## src/rtl/register_file.sv

```systemverilog
// rtl/register_file.sv - multi-entry register storage, one write port, NREAD registered read ports
// Bulk clear and optional write-to-read forwarding; every out slice comes straight from a flop.
module register_file #(
  parameter int unsigned          WIDTH     = 32,
  parameter int unsigned          DEPTH     = 8,
  parameter int unsigned          NREAD     = 2,
  parameter bit                   BYPASS    = 1'b1,
  parameter logic [WIDTH-1:0]     RESET_VAL = '0,
  localparam int unsigned         AW        = (DEPTH > 1) ? $clog2(DEPTH) : 1
) (
  input  logic                    clk,
  input  logic                    reset,
  input  logic                    clear,
  input  logic                    write_en,
  input  logic [AW-1:0]           write_addr,
  input  logic [WIDTH-1:0]        in,
  input  logic [NREAD-1:0]        read_en,
  input  logic [NREAD*AW-1:0]     read_addr,
  output logic [NREAD*WIDTH-1:0]  out
);

  logic [WIDTH-1:0]             mem_q [DEPTH];
  logic [WIDTH-1:0]             mem_d [DEPTH];
  logic [NREAD-1:0][WIDTH-1:0]  out_q;
  logic [NREAD-1:0][WIDTH-1:0]  out_d;

  logic write_hit;

  // A write lands only when it targets a real entry and is not overridden by clear.
  assign write_hit = write_en && !clear && (int'(write_addr) < int'(DEPTH));

  always_comb begin
    mem_d = mem_q;
    if (clear) begin
      for (int i = 0; i < int'(DEPTH); i++) begin
        mem_d[i] = RESET_VAL;
      end
    end else if (write_hit) begin
      mem_d[write_addr] = in;
    end
  end

  always_comb begin
    out_d = out_q;
    for (int p = 0; p < int'(NREAD); p++) begin
      if (read_en[p]) begin
        if (int'(read_addr[p*AW +: AW]) >= int'(DEPTH)) begin
          out_d[p] = '0;
        end else if (BYPASS && write_hit && (write_addr == read_addr[p*AW +: AW])) begin
          out_d[p] = in;
        end else begin
          out_d[p] = mem_q[read_addr[p*AW +: AW]];
        end
      end
    end
  end

  always_ff @(posedge clk) begin
    if (reset) begin
      for (int i = 0; i < int'(DEPTH); i++) begin
        mem_q[i] <= RESET_VAL;
      end
      out_q <= '0;
    end else begin
      mem_q <= mem_d;
      out_q <= out_d;
    end
  end

  assign out = out_q;

endmodule

```

## config.mk

```make
export PLATFORM = sky130hd
export DESIGN_NAME = register_file
export DESIGN_NICKNAME = d
export VERILOG_FILES = /design/src/rtl/register_file.sv
export SDC_FILE = /design/constraint.sdc
export NUM_CORES = 1
export LEC_CHECK = 0
export BUFFER_PORTS_ARGS = -buffer_cell sky130_fd_sc_hd__buf_2
export CORE_MARGIN = 5
export CORE_UTILIZATION = 40
export DETAILED_ROUTE_END_ITERATION = 12
export PLACE_DENSITY_LB_ADDON = 0.3
export SLEW_MARGIN = 20
export SYNTH_ARGS = -nofsm -noshare
export SYNTH_HDL_FRONTEND = slang
export SYNTH_SLANG_ARGS = --single-unit
export TNS_END_PERCENT = 50
```

## constraint.sdc

```tcl
create_clock -name clk -period 2.3 [get_ports clk]
set_input_delay 0.46 -clock clk [delete_from_list [all_inputs] [get_ports clk]]
set_output_delay 0.46 -clock clk [all_outputs]
set_load 0.005 [all_outputs]
```

==> flow_summary.toml <==
[status]
status = "finished clean"

[sta]
setup_tns_ns = 0
post-route-min-period_ns = 1.579
drv_slew = 0
rsz0062_at_grt = "false"
fmax_mhz = 633.1
finalClockSkew_ns = 0.008243
period_share_pct = 68.67
timing.slew.headroom_pct = 61.50
setup-violations-final = 0
finalHoldViolCount = 0
holdWs_ns = 0.2829
worstMarginPinSlew_ns = 0.5776

[critical_path]
max_stage_delay_ns = 0.45
worstPathCellList = "buf_2"
critical_path_class = "reg -> out"
cp_slowest_cell = "dfxtp_1"
critPathCaptureType = "output port"
critical_path_required_ns = 1.84
crit_family = "flip-flops"
path_max_fanout = 2
arrival_ns = 1.12
start_kind = "flip-flop"
worst-path-buf-inv = 1
reg2reg_from = "mem_q[1]$_SDFFE_PP0P_"
cp-startpoint = "out[27]$_SDFFE_PP0P_"

[cells_and_area]
layout.cells.non_filler = 2186
drive_gt1_share_pct = 21.46
fillers = 3530
stdcell_area_sq_um = 17460
multi_input_area_sq_um = 7930
area_growth_pct = 15.68
regArea_sq_um = 6406
final_common_cell = "nand2_1"
layout_common_cells = "nand2_1 (514), dfxtp_1 (320), a21oi_1 (256), mux4_2 (128), buf_2 (106)"
final_nets = 1695

[clock_network]
cts_max_level = 2
clock_path_buffers = 3
clk_latency_ns = 0.51
hold_buffers = 0
tritoncts = "built"
cts-root-buf = "clkbuf_16"
clkSinkCount = 320
cts_repair_resize_count = 0
cts_buffers = 35
postCtsSetupBuffers = 0
clkTransAtPathRegs_ns = 0.06

[grt]
grt_overflow = 0
track_usage_pct = 22.56
grt_first_pass_wirelength_microns = 73420
first_global_vias = 12100
grt_max_degree = 83
grt_antenna_before_repair = 2

[yosys]
syn_area_sq_um = 15090
ys_seq_elements = 320
ys_seq_area_share_pct = 42.44
avgSynthCellArea_sq_um = 9.311
synth-async-reset-ratio_pct = 0
synth_ff_type = "dfxtp_1"
yosys_warnings = 0
synthesis.instances = 1621
syn-num-nets = 1668
synth_edf_count = 0
ys_types = 33

[place]
place_area_sq_um = 16280
routabilityCongestion = 0.7908
dp_hpwl_microns = 27960
dp.cells = 2122
io_buffers = 110

[die]
initial_utilization_pct = 40.26
num_rows = 71
coreArea_sq_um = 37490
io_pins = 111
die-height_microns = 204.3
die_w_microns = 204.3
dieArea_sq_um = 41720

[run]
cap_violations = 0

[power]
cellPowerDensity_nw_per_um2 = 700.0
max-vdd-ir-drop_uv = 405.3
leakage_uw = 0.005920
finalPower_uw = 12220

[hold_path]
min_path_type = "in -> reg"
min_from = "in[7]"

[detailed_routing]
avgViaCountPerCell = 5.720
drt-pass1-iter-count = 6
drc = 0
first_iter_violations = 1227
wl_per_cell_microns = 22.09
antenna_left = 0
wl_microns = 48300
num_vias = 12505
## metrics by stage
| stage | util, % | setup WS (ns) |
|---|---|---|
| floorplan | - | 0.4824 |
| global placement | 43.43 | 0.3006 |
| detailed placement | 43.43 | 0.2565 |
| CTS | 46.56 | 0.7177 |
| global route | 46.57 | 0.6455 |
| finish | 46.57 | 0.7206 |
## kinds of logic after synthesis
group / synth area share, %
compound gates: 13.45
xor+xnor: 0.3482
buf+inv: 5.314
flops: 42.44
mux: 23.34
simple gates: 15.10
## cells in the mapped netlist, types with 3 or more instances
cell type  count  area (sq um)
nor3b_2        3         37.54
buf_2         59         295.3
a221o_1       32         320.3
mux2i_1       64         640.6
dfxtp_1      320          6406
buf_1          6         22.52
xnor2_1        3         26.28
xor2_1         3         26.28
nand3b_1       4         30.03
o21ai_0        6         30.03
nor2_1        36         135.1
mux4_2       128          2883
buf_4          4         30.03
nand2_1      514          1929
a21oi_1      256          1281
a22oi_1       32         240.2
o21ai_1       26         130.1
clkbuf_1      97         364.1
buf_6          8         90.09
## sequential cells by signal (all words and copies together), names as in the netlist
signal and cells:
out 64, mem_q 256
## path summary, 6_finish.rpt
| kind | to | slack [ns] | depth (start not counted) |
|---|---|---|---|
| worst max-delay path | out[27] | 0.72 | 1 |
| worst min-delay path | mem_q[231]$_SDFFE_PP0P_ | 0.28 | 3 |
| worst min register to register | mem_q[122]$_SDFFE_PP0P_ | 0.46 | 2 |
| worst max register to register | out[1]$_SDFFE_PP0P_ | 0.90 | 4 |
## report_power, final
part / switching (uW) / internal [uW]
clock: 2290 / 3470
sequential: 22.4 / 5570
combinational: 570 / 298
total: 2880 / 9340
## area by class of cell
cell class | count | share of cell area [%]
Antenna cell | 2 | 0.02867
Clock buffer | 52 | 5.955
Clock inverter | 10 | 0.7740
Multi-Input combinational cell | 1127 | 45.42
Sequential cell | 320 | 36.69
Tap cell | 511 | 3.662
Timing Repair Buffer | 164 | 7.467
## metal layers
| layer | wire length, microns | vias up | global-route usage, % |
|---|---|---|---|
| met5 | 0 | - | 0 |
| met4 | 1427 | 0 | 6.916 |
| met3 | 3930 | 101 | 3.634 |
| met2 | 23930 | 525 | 39.14 |
| met1 | 19010 | 6152 | 29.05 |
| li1 | - | 5727 | - |
## worst reg2reg max path, stage by stage, from the launching register on
cell and delay [ns]:
dfxtp_1 0.32, mux4_2 0.48, mux2i_1 0.18, nor2_1 0.06
a221o_1 0.25
No activity file was read; power rests on OpenSTA's default activity.
